$ cat config.mk
export PLATFORM = sky130hd
export DESIGN_NAME = mc_datapath
export DESIGN_NICKNAME = d
export VERILOG_FILES = /design/src/rtl/mc_pkg.sv /design/src/rtl/mc_regfile.sv /design/src/rtl/mc_datapath.sv
export SDC_FILE = /design/constraint.sdc
export NUM_CORES = 2
export LEC_CHECK = 0
export ABC_CLOCK_PERIOD_IN_PS = 46500
export CAP_MARGIN = 30
export CORE_MARGIN = 1
export CORE_UTILIZATION = 30
export CTS_BUF_LIST = sky130_fd_sc_hd__clkbuf_8
export DETAILED_ROUTE_END_ITERATION = 8
export PLACE_DENSITY = 0.54
export SYNTH_ARGS = -nofsm -noshare
export SYNTH_HDL_FRONTEND = slang
export SYNTH_HIERARCHICAL = 1
export SYNTH_SLANG_ARGS = --single-unit
$ cat constraint.sdc
create_clock -name clk -period 46.5 [get_ports clk]
set_input_delay 9.3 -clock clk [delete_from_list [all_inputs] [get_ports clk]]
set_output_delay 9.3 -clock clk [all_outputs]
set_load 0.02 [all_outputs]
$ cat src/rtl/mc_pkg.sv
// mc_pkg: shared definitions for the multicycle MIPS core slice.
// Holds the opcode and funct encodings, the 3-bit ALU control codes,
// the main control FSM state enum and small ALU helper functions.
// The bne opcode is only decoded when MC_DATAPATH_BNE_EN is defined.
package mc_pkg;

    // Opcodes (ir[31:26])
    localparam logic [5:0] OP_RTYPE = 6'b000000;
    localparam logic [5:0] OP_LW    = 6'b100011;
    localparam logic [5:0] OP_SW    = 6'b101011;
    localparam logic [5:0] OP_BEQ   = 6'b000100;
    localparam logic [5:0] OP_BNE   = 6'b000101;
    localparam logic [5:0] OP_ADDI  = 6'b001000;
    localparam logic [5:0] OP_J     = 6'b000010;

    // R-type funct codes (ir[5:0])
    localparam logic [5:0] FN_ADD = 6'b100000;
    localparam logic [5:0] FN_SUB = 6'b100010;
    localparam logic [5:0] FN_AND = 6'b100100;
    localparam logic [5:0] FN_OR  = 6'b100101;
    localparam logic [5:0] FN_SLT = 6'b101010;

    // ALU control encoding used throughout this core
    localparam logic [2:0] ALU_AND = 3'b000;
    localparam logic [2:0] ALU_OR  = 3'b001;
    localparam logic [2:0] ALU_ADD = 3'b010;
    localparam logic [2:0] ALU_SUB = 3'b110;
    localparam logic [2:0] ALU_SLT = 3'b111;

    typedef enum logic [3:0] {
        S_FETCH,
        S_DECODE,
        S_MEMADR,
        S_MEMRD,
        S_MEMWB,
        S_MEMWR,
        S_REX,
        S_RWB,
        S_AEX,
        S_AWB,
        S_BEQ,
        S_JMP,
        S_HALT
    } state_e;

    // Map an R-type funct to {supported, alu_ctl}; unsupported codes return supported=0.
    function automatic logic [3:0] alu_decode(input logic [5:0] funct);
        logic [3:0] res;
        case (funct)
            FN_ADD:  res = {1'b1, ALU_ADD};
            FN_SUB:  res = {1'b1, ALU_SUB};
            FN_AND:  res = {1'b1, ALU_AND};
            FN_OR:   res = {1'b1, ALU_OR};
            FN_SLT:  res = {1'b1, ALU_SLT};
            default: res = {1'b0, ALU_ADD};
        endcase
        return res;
    endfunction

    // 32-bit ALU; arithmetic wraps, slt is a signed compare.
    function automatic logic [31:0] alu_op(input logic [2:0] ctl, input logic [31:0] a,
                                           input logic [31:0] b);
        logic [31:0] res;
        case (ctl)
            ALU_ADD: res = a + b;
            ALU_SUB: res = a - b;
            ALU_AND: res = a & b;
            ALU_OR:  res = a | b;
            ALU_SLT: res = ($signed(a) < $signed(b)) ? 32'd1 : 32'd0;
            default: res = 32'd0;
        endcase
        return res;
    endfunction

endpackage

$ cat src/rtl/mc_regfile.sv
// mc_regfile: 32 x 32-bit register file, two asynchronous read ports and
// one synchronous write port. Register 0 always reads as zero and ignores writes.
// Ports: clk, reset (async, active-high clear), ra1/ra2 read addresses,
// rd1/rd2 read data, we/wa/wd write enable, address and data.
module mc_regfile (
    input  logic        clk,
    input  logic        reset,
    input  logic [4:0]  ra1,
    input  logic [4:0]  ra2,
    output logic [31:0] rd1,
    output logic [31:0] rd2,
    input  logic        we,
    input  logic [4:0]  wa,
    input  logic [31:0] wd
);

    logic [31:0] rf_q [0:31];

    // Write port with asynchronous clear; entry 0 is never written so it stays zero.
    always_ff @(posedge clk or posedge reset) begin
        if (reset) begin
            for (int unsigned i = 32'd0; i < 32'd32; i++) begin
                rf_q[i] <= 32'd0;
            end
        end else if (we && (wa != 5'd0)) begin
            rf_q[wa] <= wd;
        end
    end

    assign rd1 = (ra1 == 5'd0) ? 32'd0 : rf_q[ra1];
    assign rd2 = (ra2 == 5'd0) ? 32'd0 : rf_q[ra2];

endmodule

$ cat src/rtl/mc_datapath.sv
// mc_datapath: multicycle MIPS datapath and main control FSM sharing one
// request/ready memory port for instruction fetch and data access.
// Parameters: ADDR_W (PC/address width), RESET_PC (word-aligned reset PC).
// Ports: clk, reset (async active-high); mem_req/mem_we/mem_addr/mem_wdata
// request side, mem_rdata/mem_ready response side; pc, retire (one pulse per
// completed instruction), halted (sticky after an illegal opcode/funct).
// Optional feature: define MC_DATAPATH_BNE_EN to decode bne (inverted beq).
module mc_datapath
    import mc_pkg::*;
#(
    parameter int unsigned       ADDR_W   = 32,
    parameter logic [ADDR_W-1:0] RESET_PC = {ADDR_W{1'b0}}
) (
    input  logic              clk,
    input  logic              reset,
    output logic              mem_req,
    output logic              mem_we,
    output logic [ADDR_W-1:0] mem_addr,
    output logic [31:0]       mem_wdata,
    input  logic [31:0]       mem_rdata,
    input  logic              mem_ready,
    output logic [ADDR_W-1:0] pc,
    output logic              retire,
    output logic              halted
);

    state_e              state_q, state_d;
    logic [ADDR_W-1:0]   pc_q, pc_d;
    logic [31:0]         ir_q, ir_d, mdr_q, mdr_d, a_q, a_d, b_q, b_d, aluout_q, aluout_d;
    logic                mem_req_q, mem_req_d, mem_we_q, mem_we_d;
    logic [ADDR_W-1:0]   mem_addr_q, mem_addr_d;
    logic [31:0]         mem_wdata_q, mem_wdata_d;
    logic                retire_q, retire_d, halted_q, halted_d;

    logic [5:0]          opcode_s, funct_s;
    logic [4:0]          rs_s, rt_s, rd_s;
    logic [31:0]         signimm_s, pc_ext_s, jump_s, diff_s, rd1_s, rd2_s, rf_wd_s;
    logic [ADDR_W-1:0]   aluout_trunc_s;
    logic [4:0]          rf_wa_s;
    logic                rf_we_s, mem_done_s, alu_ok_s, zero_s, take_s;
    logic [2:0]          alu_ctl_s;

    assign opcode_s   = ir_q[31:26];
    assign rs_s       = ir_q[25:21];
    assign rt_s       = ir_q[20:16];
    assign rd_s       = ir_q[15:11];
    assign funct_s    = ir_q[5:0];
    assign signimm_s  = {{16{ir_q[15]}}, ir_q[15:0]};
    assign pc_ext_s   = 32'(pc_q);
    assign jump_s     = {pc_ext_s[31:28], ir_q[25:0], 2'b00};
    assign mem_done_s = mem_req_q & mem_ready;
    assign {alu_ok_s, alu_ctl_s} = alu_decode(funct_s);
    assign diff_s     = a_q - b_q;
    assign zero_s     = (diff_s == 32'd0);
`ifdef MC_DATAPATH_BNE_EN
    assign take_s     = (opcode_s == OP_BNE) ? ~zero_s : zero_s;
`else
    assign take_s     = zero_s;
`endif
    assign aluout_trunc_s = ADDR_W'(aluout_d);

    mc_regfile u_regfile (
        .clk   (clk),
        .reset (reset),
        .ra1   (rs_s),
        .ra2   (rt_s),
        .rd1   (rd1_s),
        .rd2   (rd2_s),
        .we    (rf_we_s),
        .wa    (rf_wa_s),
        .wd    (rf_wd_s)
    );

    // Main control FSM next-state and datapath register enables.
    always_comb begin
        state_d  = state_q;
        pc_d     = pc_q;
        ir_d     = ir_q;
        mdr_d    = mdr_q;
        a_d      = a_q;
        b_d      = b_q;
        aluout_d = aluout_q;
        rf_we_s  = 1'b0;
        rf_wa_s  = rt_s;
        rf_wd_s  = aluout_q;
        case (state_q)
            S_FETCH: begin
                if (mem_done_s) begin
                    ir_d    = mem_rdata;
                    pc_d    = pc_q + ADDR_W'(32'd4);
                    state_d = S_DECODE;
                end else begin
                    state_d = S_FETCH;
                end
            end
            S_DECODE: begin
                a_d      = rd1_s;
                b_d      = rd2_s;
                aluout_d = pc_ext_s + (signimm_s << 2);
                case (opcode_s)
                    OP_LW, OP_SW: state_d = S_MEMADR;
                    OP_RTYPE:     state_d = S_REX;
                    OP_BEQ:       state_d = S_BEQ;
`ifdef MC_DATAPATH_BNE_EN
                    OP_BNE:       state_d = S_BEQ;
`endif
                    OP_ADDI:      state_d = S_AEX;
                    OP_J:         state_d = S_JMP;
                    default:      state_d = S_HALT;
                endcase
            end
            S_MEMADR: begin
                aluout_d = a_q + signimm_s;
                state_d  = (opcode_s == OP_LW) ? S_MEMRD : S_MEMWR;
            end
            S_MEMRD: begin
                if (mem_done_s) begin
                    mdr_d   = mem_rdata;
                    state_d = S_MEMWB;
                end else begin
                    state_d = S_MEMRD;
                end
            end
            S_MEMWB: begin
                rf_we_s = 1'b1;
                rf_wd_s = mdr_q;
                state_d = S_FETCH;
            end
            S_MEMWR: begin
                if (mem_done_s) begin
                    state_d = S_FETCH;
                end else begin
                    state_d = S_MEMWR;
                end
            end
            S_REX: begin
                // Unsupported funct codes halt without touching aluout or the regfile.
                if (alu_ok_s) begin
                    aluout_d = alu_op(alu_ctl_s, a_q, b_q);
                    state_d  = S_RWB;
                end else begin
                    state_d  = S_HALT;
                end
            end
            S_RWB: begin
                rf_we_s = 1'b1;
                rf_wa_s = rd_s;
                state_d = S_FETCH;
            end
            S_AEX: begin
                aluout_d = a_q + signimm_s;
                state_d  = S_AWB;
            end
            S_AWB: begin
                rf_we_s = 1'b1;
                state_d = S_FETCH;
            end
            S_BEQ: begin
                if (take_s) begin
                    pc_d = ADDR_W'(aluout_q);
                end else begin
                    pc_d = pc_q;
                end
                state_d = S_FETCH;
            end
            S_JMP: begin
                pc_d    = ADDR_W'(jump_s);
                state_d = S_FETCH;
            end
            S_HALT:  state_d = S_HALT;
            default: state_d = S_HALT;
        endcase
    end

    // Memory port and status outputs are computed from the next state so they leave a flop.
    // A request stays asserted, with stable address/data, until the cycle that completes it.
    always_comb begin
        mem_req_d   = 1'b0;
        mem_we_d    = 1'b0;
        mem_addr_d  = mem_addr_q;
        mem_wdata_d = mem_wdata_q;
        retire_d    = 1'b0;
        case (state_d)
            S_FETCH: begin
                mem_req_d  = 1'b1;
                mem_addr_d = {pc_d[ADDR_W-1:2], 2'b00};
            end
            S_MEMRD: begin
                mem_req_d  = 1'b1;
                mem_addr_d = {aluout_trunc_s[ADDR_W-1:2], 2'b00};
            end
            S_MEMWR: begin
                mem_req_d   = 1'b1;
                mem_we_d    = 1'b1;
                mem_addr_d  = {aluout_trunc_s[ADDR_W-1:2], 2'b00};
                mem_wdata_d = b_q;
            end
            S_MEMWB, S_RWB, S_AWB, S_BEQ, S_JMP: retire_d = 1'b1;
            default: retire_d = 1'b0;
        endcase
        halted_d = halted_q | (state_d == S_HALT);
    end

    // State, datapath and output registers; reset abandons any pending request at once.
    always_ff @(posedge clk or posedge reset) begin
        if (reset) begin
            state_q     <= S_FETCH;
            pc_q        <= RESET_PC;
            ir_q        <= 32'd0;
            mdr_q       <= 32'd0;
            a_q         <= 32'd0;
            b_q         <= 32'd0;
            aluout_q    <= 32'd0;
            mem_req_q   <= 1'b0;
            mem_we_q    <= 1'b0;
            mem_addr_q  <= {ADDR_W{1'b0}};
            mem_wdata_q <= 32'd0;
            retire_q    <= 1'b0;
            halted_q    <= 1'b0;
        end else begin
            state_q     <= state_d;
            pc_q        <= pc_d;
            ir_q        <= ir_d;
            mdr_q       <= mdr_d;
            a_q         <= a_d;
            b_q         <= b_d;
            aluout_q    <= aluout_d;
            mem_req_q   <= mem_req_d;
            mem_we_q    <= mem_we_d;
            mem_addr_q  <= mem_addr_d;
            mem_wdata_q <= mem_wdata_d;
            retire_q    <= retire_d;
            halted_q    <= halted_d;
        end
    end

    assign mem_req   = mem_req_q;
    assign mem_we    = mem_we_q;
    assign mem_addr  = mem_addr_q;
    assign mem_wdata = mem_wdata_q;
    assign pc        = pc_q;
    assign halted    = halted_q;
    // A store completes on its ready cycle, which cannot be known a cycle ahead.
    assign retire    = retire_q | ((state_q == S_MEMWR) & mem_done_s);

endmodule

==> impl_metrics.toml <==
[sta]
timing.final.ws_setup_ns = 26.05
whs_ns = 0.391
worst_pin_slew_ns = 1.08
rsz0062_at_grt = "no"
finalHoldViolCount = 0
skew_ns = 0.0713
finalCritPeriodShare_pct = 44.0
relSlewSlack_pct = 26.2
drv_slew = 0
setup_viol = 0
min_period_ns = 20.46
setup_tns_ns = 0
fmaxAchievable_ghz = 0.0489

[setup_path]
crit_path_max_fanout = 10
critPathArrivalTime_ns = 11.16
worstPathCellList = "clkdlybuf4s50_1 > nand2_1 > o31ai_1 > clkdlybuf4s50_1"
crit_slowest_cell = "clkdlybuf4s50_1"
critPathMaxStageDelay_ns = 0.68
path_class = "in2out"
crit_family = "buffers and inverters"
start_kind = "input port"
endpoint_kind = "primary output"
critPathBufInv = 2
cp.required_ns = 37.20
ff2ff_setup_slack_ns = 40.52
crit_top_cell = "clkdlybuf4s50_1"

[synth]
synthArstFlopShare_pct = 100
synth_area_mm2 = 0.0756
synth_cell_types = 99
synth.area.top_cells = "dfrtp_1 (43%), mux2_2 (17%), mux4_2 (13%), ha_1 (2.7%), mux2i_1 (1.8%)"
yosysTopAreaCellShare_pct = 42.6
syn_inst = 6000
synth.largest_area_cell = "dfrtp_1"
ys_seq_elements = 1286
synth.most_common_cell = "dfrtp_1"
synthFlopType = "dfrtp_1"
synth_common_cells = "dfrtp_1 (1286), mux2_2 (1149), mux4_2 (431)"
synth_warnings = 6
synth_area_per_cell_um2 = 12.6
synth_edf_count = 0
ys_seq_area_share_pct = 42.6

[placed_design]
port_buffers = 132
place_ws_ns = 26.05
placed_area_mm2 = 0.0799
hpwl_um = 178000
gp_congestion = 0.905

[clock_tree]
cts_tree = "done"
cts_resized = 0
clock_sinks = 1286
htreeDepth = 4
cts_setup_buffers = 0
cts_buffer_depth = 3
cts_hold_buffers = 0
path_clk_slew_ns = 0.06
cts_root_buf = "clkbuf_8"
clock_latency_ns = 1.03
cts_buffers = 227

[floorplan]
pin_count = 135
fp.dieW_um = 504
die_y_um = 504
initial_core_util_pct = 30.3
rows = 183
core_area_mm2 = 0.250
fp.dieArea_mm2 = 0.254

[grt]
grt_pass1_vias = 55400
grt_use_total_pct = 21.9
grt_max_degree = 180
grt_pass1_wl_um = 408000
grtUsageMet1_pct = 29.3
antenna_found_initial = 23
use_met3_pct = 4.49
top_usage_layer = "met2"
grt_util_met2_pct = 34.0
grt-ovfl-total = 0

[routing]
drt_iter0_markers = 5439
viasPerCell = 5.82
drc = 0
first_pass_iters = 6
ant_nets = 0
via_count = 55200
wl_um = 284000
routedWlPerCell_um = 29.9

[cells_and_area]
final_nets = 6167
drive_gt1_share_pct = 36.1
fill_cells = 24700
final_area_mm2 = 0.0848
syn2layout_area_growth_pct = 12.2

[job]
max_cap_violations = 0

[pwr]
switchingPower_mw = 2.95
max-vdd-ir-drop_mv = 0.0594
swShare_pct = 46.3
internal_power_mw = 3.43
power_density_mw_per_mm2 = 75.2
p_clk_share_pct = 17.7
power_frac_seq_pct = 29.4
p_leak_nw = 37.5
power_frac_comb_pct = 52.9

[status]
outcome = "completed"

[worst_hold_path]
min_path_type = "reg2reg"
[placed cells by master (no fill, tap or decap), drive strengths merged, types with 76 or more instances in the layout]
master         instances
nor2                 187
buf                  174
clkbuf               289
o21ai                311
mux2                1190
a21oi                175
inv                  209
mux4                 448
a211oi               109
a22oi                 76
ha                   164
nor2b                 94
mux2i                139
dfrtp               1286
clkdlybuf4s50        132
nand2                250
[power groups by stage]
stage          combinational (mW)  sequential, mW  clock [mW]
6_report                     3.37            1.88        1.13
5_1_grt                      3.55            1.92        1.20
4_1_cts                      3.32            1.86        1.15
3_5_place_dp                 3.31            1.88           0
3_3_place_gp                 3.28            1.86           0
2_1_floorplan                2.25            1.72           0
[registers in the layout (all words and copies together) (netlist names), 32 cells and up]
signal,count
b_q,32
mdr_q,32
ir_q,32
pc,32
mem_wdata,32
u_regfile/rf_q,1024
a_q,32
aluout_q,32
[final cells by class]
cell class              count  area [um^2]  share of cell area [%]
multi-input cells        4015        40300                    47.5
flip-flops and latches   1286        32200                    38.0
well taps                3330         4170                    4.91
clock buffers             289         3980                    4.69
repair buffers            306         2790                    3.29
clock inverters           122          885                    1.04
inverters                 128          498                   0.587
diodes                      4         10.0                  0.0118
[kinds of logic after synthesis]
group                      count (synthesis)  share of synthesized area, %
and+or+nand+nor                          796                          5.20
buffers and inverters                    700                          4.51
adders and majority gates                168                          2.82
DFF                                     1286                          42.6
AOI/OAI and AO/OA                       1166                          10.7
other                                      1                       0.00496
xor gates and xnor gates                 106                          1.23
muxes                                   1777                          33.0
[stage by stage]
stage / total power [mW] / std cells / util [%]
floorplan: 3.97 / 6001 / -
global placement: 5.14 / 9045 / 31.9
detailed placement: 5.19 / 9059 / 32.0
CTS: 6.34 / 9470 / 33.9
global route: 6.67 / 9477 / 34.0
finish: 6.38 / 9480 / 34.0
[worst paths after layout]
kind | cells after the start | start | to
setup / recovery | 4 | mem_ready | retire
hold / removal | 0 | u_regfile/rf_q[1010]$_DFFE_PP0P_ | u_regfile/rf_q[1010]$_DFFE_PP0P_
setup reg to reg | 14 | b_q[20]$_DFFE_PP0P_ | mem_addr[27]$_DFFE_PP0P_
hold reg to reg | 0 | u_regfile/rf_q[1010]$_DFFE_PP0P_ | u_regfile/rf_q[1010]$_DFFE_PP0P_
max in group asynchronous | 7 | reset | u_regfile/rf_q[801]$_DFFE_PP0P_
min in group asynchronous | 2 | reset | mdr_q[18]$_DFFE_PP0P_
[metal layers]
layer | up-vias | share of wire, %
met5 | - | 0.036
met4 | 16 | 4.6
met3 | 685 | 7.8
met2 | 2490 | 46
met1 | 29200 | 42
li1 | 22800 | -
Power figures use the tool's default switching activity.
